[src/rtl/mult_div_pending_control_if.sv]
// Handshake bundle between the pipeline, the pending multdiv control
// and the iterative multiply/divide unit.
interface mult_div_pending_control_if;
    logic [31:0] dxir_i;
    logic [31:0] fdir_i;
    logic [31:0] operand_a_i;
    logic [31:0] operand_b_i;
    logic        mw_writes_reg_i;
    logic        unit_rdy_i;
    logic        unit_exception_i;
    logic [31:0] unit_result_i;
    logic        ctrl_mult_o;
    logic        ctrl_div_o;
    logic [31:0] op_a_o;
    logic [31:0] op_b_o;
    logic [31:0] pwir_o;
    logic [31:0] pending_result_o;
    logic        mult_or_div_ready_o;
    logic        stall_o;

    modport master (
        output dxir_i, fdir_i, operand_a_i, operand_b_i,
        output mw_writes_reg_i, unit_rdy_i, unit_exception_i,
        output unit_result_i,
        input  ctrl_mult_o, ctrl_div_o, op_a_o, op_b_o, pwir_o,
        input  pending_result_o, mult_or_div_ready_o, stall_o
    );

    modport slave (
        input  dxir_i, fdir_i, operand_a_i, operand_b_i,
        input  mw_writes_reg_i, unit_rdy_i, unit_exception_i,
        input  unit_result_i,
        output ctrl_mult_o, ctrl_div_o, op_a_o, op_b_o, pwir_o,
        output pending_result_o, mult_or_div_ready_o, stall_o
    );
endinterface

[src/rtl/mult_div_pending_control.sv]
// Tracks one outstanding mul/div: launches the unit, holds its result
// and instruction until writeback, and raises structural/RAW stalls.
module mult_div_pending_control (
    input logic                         clk_i,
    input logic                         rst_ni,
    mult_div_pending_control_if.slave   bus
);

    typedef enum logic [1:0] {
        IDLE,
        START,
        BUSY,
        DONE
    } state_e;

    state_e      state_q;
    logic [31:0] pwir_q;
    logic [31:0] op_a_q;
    logic [31:0] op_b_q;
    logic [31:0] result_q;
    logic [5:0]  cnt_q;
    logic        kind_div_q;
    logic        ctrl_mult_q;
    logic        ctrl_div_q;

    logic [4:0]  dx_op;
    logic [4:0]  dx_alu;
    logic        is_mul;
    logic        is_div;
    logic        start_req;
    logic        start;
    logic        ready;
    logic        struct_stall;
    logic        raw_stall;
    logic        stall;
    logic [4:0]  pw_rd;
    logic [4:0]  fd_op;
    logic [4:0]  fd_rd;
    logic [4:0]  fd_rs;
    logic [4:0]  fd_rt;
    logic [4:0]  rd_a;
    logic [4:0]  rd_b;
    logic        use_a;
    logic        use_b;
    logic        raw_hit;
    logic [31:0] exc_result;
    logic        unused_fdir;

    assign dx_op  = bus.dxir_i[31:27];
    assign dx_alu = bus.dxir_i[6:2];
    assign is_mul = (dx_op == 5'b00000) && (dx_alu == 5'b00110);
    assign is_div = (dx_op == 5'b00000) && (dx_alu == 5'b00111);
    assign start_req = is_mul || is_div;

    assign ready = (state_q == DONE) && !bus.mw_writes_reg_i;

    assign struct_stall = start_req &&
        ((state_q == START) || (state_q == BUSY) ||
         ((state_q == DONE) && !ready));

    assign pw_rd = pwir_q[26:22];
    assign fd_op = bus.fdir_i[31:27];
    assign fd_rd = bus.fdir_i[26:22];
    assign fd_rs = bus.fdir_i[21:17];
    assign fd_rt = bus.fdir_i[16:12];
    assign unused_fdir = ^bus.fdir_i[11:0];

    always_comb begin
        rd_a  = 5'd0;
        rd_b  = 5'd0;
        use_a = 1'b0;
        use_b = 1'b0;
        unique case (1'b1)
            (fd_op == 5'b00000): begin
                rd_a  = fd_rs;
                rd_b  = fd_rt;
                use_a = 1'b1;
                use_b = 1'b1;
            end
            (fd_op == 5'b00010) || (fd_op == 5'b00110): begin
                rd_a  = fd_rd;
                rd_b  = fd_rs;
                use_a = 1'b1;
                use_b = 1'b1;
            end
            (fd_op == 5'b00111) || (fd_op == 5'b01000): begin
                rd_a  = fd_rd;
                use_a = 1'b1;
            end
            default: ;
        endcase
    end

    assign raw_hit = (use_a && (rd_a == pw_rd)) ||
                     (use_b && (rd_b == pw_rd));

    // The writeback cycle forwards the value, so the hazard is gone then.
    assign raw_stall = (state_q != IDLE) && (pw_rd != 5'd0) &&
                       raw_hit && !ready;

    assign stall = struct_stall || raw_stall;
    assign start = start_req && !stall;

    assign exc_result = kind_div_q ? 32'd3 : 32'd1;

    always_ff @(posedge clk_i or negedge rst_ni) begin
        if (!rst_ni) begin
            state_q     <= IDLE;
            pwir_q      <= '0;
            op_a_q      <= '0;
            op_b_q      <= '0;
            result_q    <= '0;
            cnt_q       <= '0;
            kind_div_q  <= 1'b0;
            ctrl_mult_q <= 1'b0;
            ctrl_div_q  <= 1'b0;
        end else begin
            ctrl_mult_q <= 1'b0;
            ctrl_div_q  <= 1'b0;
            unique case (state_q)
                IDLE: ;
                START: begin
                    state_q <= BUSY;
                    cnt_q   <= '0;
                end
                BUSY: begin
                    if (bus.unit_rdy_i || (cnt_q == 6'd63)) begin
                        state_q <= DONE;
                        if (bus.unit_rdy_i && !bus.unit_exception_i) begin
                            result_q <= bus.unit_result_i;
                        end else begin
                            result_q       <= exc_result;
                            pwir_q[26:22]  <= 5'd30;
                        end
                    end else begin
                        cnt_q <= cnt_q + 6'd1;
                    end
                end
                DONE: begin
                    if (ready) begin
                        state_q <= IDLE;
                    end
                end
                default: state_q <= IDLE;
            endcase
            // start can only be true in IDLE or in DONE while writing back.
            if (start) begin
                state_q     <= START;
                pwir_q      <= bus.dxir_i;
                op_a_q      <= bus.operand_a_i;
                op_b_q      <= bus.operand_b_i;
                kind_div_q  <= is_div;
                ctrl_mult_q <= is_mul;
                ctrl_div_q  <= is_div;
            end
        end
    end

    assign bus.ctrl_mult_o         = ctrl_mult_q;
    assign bus.ctrl_div_o          = ctrl_div_q;
    assign bus.op_a_o              = op_a_q;
    assign bus.op_b_o              = op_b_q;
    assign bus.pwir_o              = pwir_q;
    assign bus.pending_result_o    = result_q;
    assign bus.mult_or_div_ready_o = ready;
    assign bus.stall_o             = stall;

endmodule

[src/flat_wrapper.sv]
// flat-port wrapper written by rule: the top's interface ports become plain ports
module mult_div_pending_control_flat 
  (clk_i, rst_ni, bus_dxir_i, bus_fdir_i, bus_operand_a_i, bus_operand_b_i, bus_mw_writes_reg_i, bus_unit_rdy_i, bus_unit_exception_i, bus_unit_result_i, bus_ctrl_mult_o, bus_ctrl_div_o, bus_op_a_o, bus_op_b_o, bus_pwir_o, bus_pending_result_o, bus_mult_or_div_ready_o, bus_stall_o);
  mult_div_pending_control_if bus_i ();
  input logic clk_i;
  input logic rst_ni;
  input wire logic [$bits(bus_i.dxir_i)-1:0] bus_dxir_i;
  input wire logic [$bits(bus_i.fdir_i)-1:0] bus_fdir_i;
  input wire logic [$bits(bus_i.operand_a_i)-1:0] bus_operand_a_i;
  input wire logic [$bits(bus_i.operand_b_i)-1:0] bus_operand_b_i;
  input wire logic [$bits(bus_i.mw_writes_reg_i)-1:0] bus_mw_writes_reg_i;
  input wire logic [$bits(bus_i.unit_rdy_i)-1:0] bus_unit_rdy_i;
  input wire logic [$bits(bus_i.unit_exception_i)-1:0] bus_unit_exception_i;
  input wire logic [$bits(bus_i.unit_result_i)-1:0] bus_unit_result_i;
  output wire logic [$bits(bus_i.ctrl_mult_o)-1:0] bus_ctrl_mult_o;
  output wire logic [$bits(bus_i.ctrl_div_o)-1:0] bus_ctrl_div_o;
  output wire logic [$bits(bus_i.op_a_o)-1:0] bus_op_a_o;
  output wire logic [$bits(bus_i.op_b_o)-1:0] bus_op_b_o;
  output wire logic [$bits(bus_i.pwir_o)-1:0] bus_pwir_o;
  output wire logic [$bits(bus_i.pending_result_o)-1:0] bus_pending_result_o;
  output wire logic [$bits(bus_i.mult_or_div_ready_o)-1:0] bus_mult_or_div_ready_o;
  output wire logic [$bits(bus_i.stall_o)-1:0] bus_stall_o;
  assign bus_i.dxir_i = bus_dxir_i;
  assign bus_i.fdir_i = bus_fdir_i;
  assign bus_i.operand_a_i = bus_operand_a_i;
  assign bus_i.operand_b_i = bus_operand_b_i;
  assign bus_i.mw_writes_reg_i = bus_mw_writes_reg_i;
  assign bus_i.unit_rdy_i = bus_unit_rdy_i;
  assign bus_i.unit_exception_i = bus_unit_exception_i;
  assign bus_i.unit_result_i = bus_unit_result_i;
  assign bus_ctrl_mult_o = bus_i.ctrl_mult_o;
  assign bus_ctrl_div_o = bus_i.ctrl_div_o;
  assign bus_op_a_o = bus_i.op_a_o;
  assign bus_op_b_o = bus_i.op_b_o;
  assign bus_pwir_o = bus_i.pwir_o;
  assign bus_pending_result_o = bus_i.pending_result_o;
  assign bus_mult_or_div_ready_o = bus_i.mult_or_div_ready_o;
  assign bus_stall_o = bus_i.stall_o;
  mult_div_pending_control u_core (.clk_i(clk_i), .rst_ni(rst_ni), .bus(bus_i));
endmodule
[config.mk]
export PLATFORM = sky130hd
export DESIGN_NAME = mult_div_pending_control_flat
export DESIGN_NICKNAME = d
export VERILOG_FILES = /design/src/rtl/mult_div_pending_control_if.sv /design/src/rtl/mult_div_pending_control.sv /design/src/flat_wrapper.sv
export SDC_FILE = /design/constraint.sdc
export NUM_CORES = 1
export LEC_CHECK = 0
export BUFFER_PORTS_ARGS = -buffer_cell sky130_fd_sc_hd__buf_4
export CAP_MARGIN = 15
export CORE_AREA = 8 8 128 130
export DETAILED_ROUTE_END_ITERATION = 6
export DIE_AREA = 0 0 136 138
export PLACE_DENSITY = 0.76
export SYNTH_ARGS = -nofsm -noshare
export SYNTH_HDL_FRONTEND = slang
export SYNTH_SLANG_ARGS = --single-unit
[constraint.sdc]
create_clock -name clk_i -period 2.6 [get_ports clk_i]
set_input_delay 0.13 -clock clk_i [delete_from_list [all_inputs] [get_ports clk_i]]
set_output_delay 0.13 -clock clk_i [all_outputs]
set_load 0.01 [all_outputs]
==> results.txt, run 1 <==
----------------------------------------------------
[Outcome]
  Run status ... completed

[Floorplan]
  Std-Cell Core Area ... ~14000 um^2
  Number of standard-cell rows in the floorplan ... 44
  Die height ... between 100 and 150 um
  Effective utilization at floorplan ... 0.405
  Die boundary width ... around 140 um
  I/O pin count ... 297
  Die Outline Area ... 18800 um^2

[Timing]
  Maximum clock frequency ... slightly below 0.4 GHz
  Count of pins over their slew limit ... 0
  Crit share post-route ... 0.993
  Unrepaired setup endpoints after global routing ... yes
  Final hold violation count ... 0
  Setup violation total in the final timing report ... 0
  Slew HR ... 0.600
  Maximum clock skew at final layout ... 0.0104 ns
  Actual transition at the worst max-transition pin ... 0.599 ns
  Time the final worst path needs with I/O delays and setup ... between 2 and 3 ns

[Setup path]
  Maximum fanout count along the critical path ... 16
  Kind of end point of the critical path ... flop
  Critical Path RT ... around 2.9 ns
  Critical path arrival ... around 2.9 ns
  Launching element type of the critical path ... flop
  Setup CP Type ... flop to flop

[Route]
  Starting DRT DRC Count ... approximately 250
  Final routed wire length divided by cell count ... about 20 um
  Drt first pass iters ... 5
  DRC viols ... 0
  Number of vias in the routed layout ... about 5500
  Post-detailed-route via-to-cell ratio ... 5.01
  Number of nets still failing antenna checks after routing ... 0
  Wirelength, routed ... between 20000 and 25000 um

[Global route]
  Grt ovf ... 0
  Initial antenna violation count ... 1
  Maximum number of pins on one net before global-route repair ... 66
  Global-route wire length before repair ... around 33000 um
  GRT Util Overall ... 0.219
  Vias in the first global route ... roughly 6000

[Placed design]
  Quantity of I/O buffers inserted on ports ... about 280
  Gpl congestion ... roughly 0.84
  Post-DP HPWL ... around 14000 um

[Clocking]
  Worst-skew pair later-pin latency ... between 0.4 and 0.5 ns
  CTS clk-pin slew, worst paths ... 0.06 ns
  H-tree depth ... 4
  Count of clock tree sinks ... 139
  Clock tree root buffer cell ... clkbuf_16
  Number of buffers inserted during clock tree synthesis ... 17
  Clock tree from TritonCTS ... built
  Clock buffer depth ... 2

[Logic synthesis]
  Number of warning messages in the yosys log ... 0
  Simple-gate share of the synthesized area ... 0.103
  Post-synthesis mux area share ... 0.174
  Proportion of netlist area held by the largest area contributor ... 0.600
  Fraction of the yosys area taken by sequential cells ... 0.600
  Area share of fa/ha/maj cells after synthesis ... 0.0108
  Number of flops mapped to enable cells by yosys ... 0
  Main combinational cell family by area after synthesis ... multiplexers
  Dominant register cell in the synthesized netlist ... dfrtp_1
  Syn Nets ... between 600 and 700
  Post-Syn Area per Cell ... 12.3 um^2
  Combined area of all synthesized cells ... between 5000 and 6000 um^2
  Compound-cell area share of the yosys netlist ... 0.0697
  Gate count after technology mapping ... 473
  Cell taking the most area after synthesis ... dfrtp_1
  Flip-flop and latch count after synthesis ... 139
  Main area contributors after synthesis ... dfrtp_1 60%, mux2_2 15%, nand2_1 4.6%
  Number of distinct library cells after synthesis ... 44
  Ys async rst share ... 1.00
  Synth Area in XOR/XNOR ... 0.0181

[Power and ir drop]
  Total power divided by cell area ... 647 nW/um^2
  Leakage ... between 0.005 and 0.006 uW
  Post-layout power ... ~6700 uW
  Worst IR drop on VDD ... about 0.00043 V

[Final layout]
  Fin nets ... ~1100
  Most common cell after layout, fill and taps aside ... buf_4
  Final core utilization ... 0.723
  Area Overhead vs Synth ... 78.5%
  Fraction of layout cells with a size suffix above 1 ... 0.493
  Leading cell types in the layout, fill and taps excluded ... 304 x buf_4, 139 x dfrtp_1, 116 x dlygate4sd3_1, 78 x mux2_2, 71 x nand2_1

[Flow run]
  Max-cap violation count ... 0

[Hold path]
  Class of the worst hold path ... input port to flop

----------------------------------------------------
==> metrics by stage <==
stage | setup TNS [ns] | instance area, um^2 | setup WS [ns] | hold WS [ns] | std cells
floorplan | 0 | 5800 | 0.0279 | -0.166 | 473
global placement | 0 | 8300 | 0.0360 | 0.148 | 944
global route | -2.91 | 10400 | -0.0916 | 0.0325 | 1103
CTS | 0 | 10100 | 0.00318 | 0.0140 | 1092
detailed placement | -2.82 | 8300 | -0.0869 | 0.161 | 944
finish | 0 | 10400 | 0.0184 | 0.0238 | 1103
==> path summary, 6_finish.rpt <==
check / end / from / cells past startpoint / slack (ns)
max in group asynchronous: u_core.bus.pwir_o[0] / rst_ni / 3 / 1.58
min in group asynchronous: u_core.bus.op_b_o[12] / rst_ni / 2 / 0.28
hold reg to reg: u_core.bus.pending_result_o[1] / u_core.bus.pending_result_o[1] / 2 / 0.48
setup / recovery: u_core.bus.op_a_o[11] / u_core.state_q[0] / 12 / 0.02
setup reg to reg: u_core.bus.op_a_o[11] / u_core.state_q[0] / 12 / 0.02
hold / removal: u_core.bus.pending_result_o[1] / bus_unit_result_i[1] / 3 / 0.02
==> synth_stat cells (all sizes together), types with 3 or more instances <==
library cell	n
a21oi	5
a22oi	8
a31oi	3
buf	10
clkbuf	12
dfrtp	139
ha	5
inv	11
mux2	84
mux2i	6
nand2	71
nand2b	3
nand4	5
nor2	18
nor2b	11
nor3	3
nor4	3
o21ai	39
or2	3
xnor2	5
xor2	7
==> registers in the layout (all words and copies together) (netlist names) <==
name                         flops
u_core.bus.ctrl_div_o            1
u_core.cnt_q                     6
u_core.bus.pending_result_o     32
u_core.state_q                   2
u_core.bus.ctrl_mult_o           1
u_core.kind_div_q                1
u_core.bus.op_a_o               32
u_core.bus.op_b_o               32
u_core.bus.pwir_o               32
==> worst max-delay path, stage by stage (launching register included) <==
cell	delay, ns
dfrtp_1	0.37
buf_6	0.13
inv_4	0.04
ha_4	0.16
a2111oi_4	0.32
o21ai_1	0.13
a2111oi_2	0.27
buf_4	0.19
buf_6	0.09
a211oi_4	0.06
buf_12	0.19
clkbuf_16	0.19
mux2_4	0.31
==> layer usage <==
layer / share of wire / vias up / GRT usage
met3: 0.088 / 44 / 0.0775
li1: - / 2503 / -
met5: 0 / - / 0
met1: 0.37 / 2718 / 0.243
met2: 0.52 / 259 / 0.375
met4: 0.026 / 0 / 0.0844
==> power by group <==
group	leakage, uW	internal (uW)	switching [uW]
combinational	0.00310	881	776
sequential	0.00189	2440	186
clock	0.000284	1470	948
==> cell type report <==
type / instances / area (um^2)
well taps: 184 / 230
inverters: 11 / 46.3
multi-input cells: 301 / 2280
repair buffers: 435 / 3730
diodes: 1 / 2.50
clock buffers: 20 / 457
flip-flops and latches: 139 / 3480
fillers: 899 / 3960
clock inverters: 12 / 136
==> what timing repair did <==
action,4_1_cts,5_1_grt
cloned,0,6
hold endpoints to repair,180,0
resized for setup,8,25
endpoints found under the setup margin,3,79
hold buffers,116,0
buffers inserted,0,5
pin swaps,1,0
==> cells by family after synthesis <==
family | count (synthesis)
DFF | 139
and+or+nand+nor | 128
muxes | 90
AOI/OAI and AO/OA | 66
buffers and inverters | 33
xor gates and xnor gates | 12
adders and majority gates | 5
Note: power is estimated with default switching activity, not from simulation.
==> run 2: changes to the inputs <==
Settings changed: ABC_AREA set to 1, CORE_AREA 8 8 128 130 to 8 8 129 131, DIE_AREA 0 0 136 138 to 0 0 137 139, PLACE_DENSITY 0.76 to 0.75.
==> run 2 against run 1 <==
Combinational power rose by 19%; wire length decreased by 1.3%; global-route usage rose by 0.51 points; flip-flop and latch count is the same; synthesized cell count grew 51%; power up 10%; largest cell class is now registers; highest routed layer unchanged.
==> results.txt, run 2 <==
----------------------------------------------------
[Final layout]
  Reg area ... 3480 um^2 (unchanged)
  Fraction of layout cells with a size suffix above 1 ... 0.297 (-0.197)
  Fill cell instance count of the final layout ... 1082 (+20%)
  Final cell count without fillers ... 1320 (+20%)
  Area of combinational cells with multiple inputs ... 2110 um^2 (-7.1%)
  Most common cell after layout, fill and taps aside ... nand2_1
  Area Overhead vs Synth ... 71.0%
  Leading cell types in the layout, fill and taps excluded ... 349 x nand2_1, 290 x buf_4, 139 x dfrtp_1, 121 x dlygate4sd3_1, 61 x nor2_1
  Fin nets ... 1288 (+20%)

[Route]
  Final routed wire length divided by cell count ... 16.2 um (-17%)
  Wirelength, routed ... 21400 um (-1.3%)
  DRC viols ... 0 (unchanged)
  Number of nets still failing antenna checks after routing ... 0 (unchanged)
  Number of vias in the routed layout ... 6258 (+13%)
  Post-detailed-route via-to-cell ratio ... 4.74 (-5.3%)
  Starting DRT DRC Count ... 284 (+13%)
  Drt first pass iters ... 4 (-1)

[Clocking]
  Number of buffers added for setup after CTS ... 0 (unchanged)
  Number of buffers inserted during clock tree synthesis ... 17 (unchanged)
  Worst-skew pair later-pin latency ... 0.41 ns (about the same)
  CTS clk-pin slew, worst paths ... 0.06 ns (about the same)
  Number of hold buffers added after cts ... 121 (+4.3%)
  Count of clock tree sinks ... 139 (unchanged)
  Clock tree from TritonCTS ... built
  Clock buffer depth ... 2 (unchanged)
  Count of cells resized by post-cts repair ... 0 (-8)
  H-tree depth ... 4 (unchanged)
  Clock tree root buffer cell ... clkbuf_16

[Timing]
  Setup violation total in the final timing report ... 0 (unchanged)
  Time the final worst path needs with I/O delays and setup ... 2.07 ns (-0.508 ns)
  Final hold violation count ... 0 (unchanged)
  Unrepaired setup endpoints after global routing ... no
  Maximum clock skew at final layout ... 0.0104 ns (-0.0000150 ns)
  Crit share post-route ... 0.798 (-0.195)
  Sum of negative setup slack ... 0 ns (unchanged)
  Maximum clock frequency ... 0.482 GHz (+24%)
  Slew HR ... 0.595 (-0.00531)
  Actual transition at the worst max-transition pin ... 0.607 ns (+0.00797 ns)
  Minimum hold slack ... 0.0146 ns (-0.00917 ns)
  Count of pins over their slew limit ... 0 (unchanged)

[Hold path]
  Number of instances on the worst hold path ... 4 (+1)
  Hold path startpoint ... bus_unit_exception_i
  Class of the worst hold path ... input port to flop
  Hold Path Sink ... u_core.bus.pending_result_o[1]

[Logic synthesis]
  Flip-flop and latch count after synthesis ... 139 (unchanged)
  Number of warning messages in the yosys log ... 0 (unchanged)
  Cell taking the most area after synthesis ... dfrtp_1
  Dominant register cell in the synthesized netlist ... dfrtp_1
  Proportion of netlist area held by the largest area contributor ... 0.590 (-0.00993)
  Number of flops mapped to enable cells by yosys ... 0 (unchanged)
  Number of distinct library cells after synthesis ... 26 (-41%)
  Syn Nets ... 883 (+37%)
  Gate count after technology mapping ... 713 (+51%)
  Fraction of the yosys area taken by sequential cells ... 0.590 (-0.00993)
  Combined area of all synthesized cells ... 5900 um^2 (+1.7%)
  Post-synth top cells ... 349 x nand2_1, 139 x dfrtp_1, 63 x nor2_1
  Ys async rst share ... 1.00 (unchanged)
  Post-Syn Area per Cell ... 8.27 um^2 (-33%)
  Leading cell type by number of instances after synthesis ... nand2_1
  Main area contributors after synthesis ... dfrtp_1 59%, nand2_1 22%, nor2_1 4.0%

[Placed design]
  Gpl congestion ... 0.815 (-3.1%)
  Quantity of I/O buffers inserted on ports ... 284 (unchanged)
  DP Cell Count ... 1166 (+24%)
  Post-DP HPWL ... 13700 um (-0.16%)

[Power and ir drop]
  Internal ... 5260 uW (+9.7%)
  Leakage ... 0.00554 uW (+5.2%)
  Combinational group share of total power ... 0.268 (+0.021)
  Switch share ... 0.287 (+0.00220)
  Worst IR drop on VDD ... 0.000394 V (-7.7%)
  Total power divided by cell area ... 732 nW/um^2 (+13%)
  Clock group share of total power ... 0.355 (-0.007)
  Sequential group share of total power ... 0.377 (-0.014)
  Switching power ... 2120 uW (+11%)

[Setup path]
  Reg2Reg Setup Slack ... 0.53 ns (+0.51 ns)
  Maximum fanout count along the critical path ... 65 (+49)
  Setup CP Type ... flop to flop
  Launching element type of the critical path ... flop
  Kind of end point of the critical path ... flop
  Critical Path RT ... 2.93 ns (+0.04 ns)
  RR Startpoint ... u_core.cnt_q[0]
  Critical path arrival ... 2.40 ns (-0.47 ns)
  Terminus of the critical flop-to-flop path ... u_core.bus.pwir_o[24]
  R2R cell count ... 10 (-2)

[Floorplan]
  I/O pin count ... 297 (unchanged)
  Effective utilization at floorplan ... 0.400 (-0.00541)
  Die Outline Area ... 19000 um^2 (+1.5%)
  Die height ... 139 um (+0.72%)
  Std-Cell Core Area ... 14800 um^2 (+3.1%)
  Number of standard-cell rows in the floorplan ... 45 (+2.3%)
  Die boundary width ... 137 um (+0.74%)

[Global route]
  Vias in the first global route ... 6786 (+10%)
  Grt ovf ... 0 (unchanged)
  Initial antenna violation count ... 3 (+2)
  Global-route wire length before repair ... 33800 um (+3.2%)
  Maximum number of pins on one net before global-route repair ... 66 (unchanged)
  GRT Util Overall ... 0.225 (+0.00514)

[Flow run]
  Max-cap violation count ... 0 (unchanged)

[Outcome]
  Run status ... completed

----------------------------------------------------
run 2: worst max-delay path: stages, from the launching register on:
cell and delay, ns:
dfrtp_1 0.38, ha_1 0.20, nand4_1 0.13, nor2_1 0.11, nor2_1 0.08, nor2_4 0.08
buf_4 0.49, nand2_1 0.17, nand2_1 0.15, inv_2 0.07, a21oi_1 0.14
run 2: cell type report:
| class | instances | area share |
|---|---|---|
| Timing Repair Buffer | 415 | 0.343 |
| Antenna cell | 3 | 0.000745 |
| Clock inverter | 11 | 0.0194 |
| Sequential cell | 139 | 0.345 |
| Tap cell | 188 | 0.0233 |
| Multi-Input combinational cell | 505 | 0.210 |
| Clock buffer | 19 | 0.0439 |
| Inverter | 40 | 0.0149 |
run 2: how the worst max path moves through the flow:
stage | from | endpoint | slack [ns]
floorplan | u_core.state_q[0] | u_core.bus.op_a_o[10] | 0.82
global placement | bus_fdir_i[31] | u_core.bus.pwir_o[3] | 0.49
detailed placement | bus_fdir_i[31] | u_core.bus.pwir_o[4] | 0.44
CTS | u_core.cnt_q[0] | u_core.bus.pwir_o[24] | 0.52
global route | u_core.cnt_q[0] | u_core.bus.pwir_o[23] | 0.31
finish | u_core.cnt_q[0] | u_core.bus.pwir_o[24] | 0.53
run 2: kinds of logic after synthesis:
group / synth area share
AOI/OAI and AO/OA: 0.0482
adders and majority gates: 0.0106
buffers and inverters: 0.0545
DFF: 0.590
muxes: 0.00170
and+or+nand+nor: 0.295
run 2: per-stage QoR:
step                      area (um^2)  power (uW)  setup slack [ns]   util
after floorplan                  5900        3620             0.825      -
after global placement           8230        4560             0.490  0.558
after detailed placement         8230        4620             0.439  0.558
after CTS                       10100        7420             0.515  0.683
after global routing            10100        7760             0.312  0.683
final                           10100        7380             0.526  0.683
run 2: power by group through the flow:
stage | sequential (uW) | combinational (uW) | clock, uW
6_report | 2780 | 1980 | 2620
5_1_grt | 2830 | 2190 | 2750
4_1_cts | 2770 | 1970 | 2680
3_5_place_dp | 2810 | 1810 | 0
3_3_place_gp | 2780 | 1770 | 0
2_1_floorplan | 2950 | 675 | 0
run 2: per-layer routing:
metal	vias to the layer above	routed length, um	GRT usage
met3	67	1970	0.0895
met2	258	10700	0.376
li1	3002	-	-
met1	2931	7760	0.235
met5	-	0	0
met4	0	929	0.118
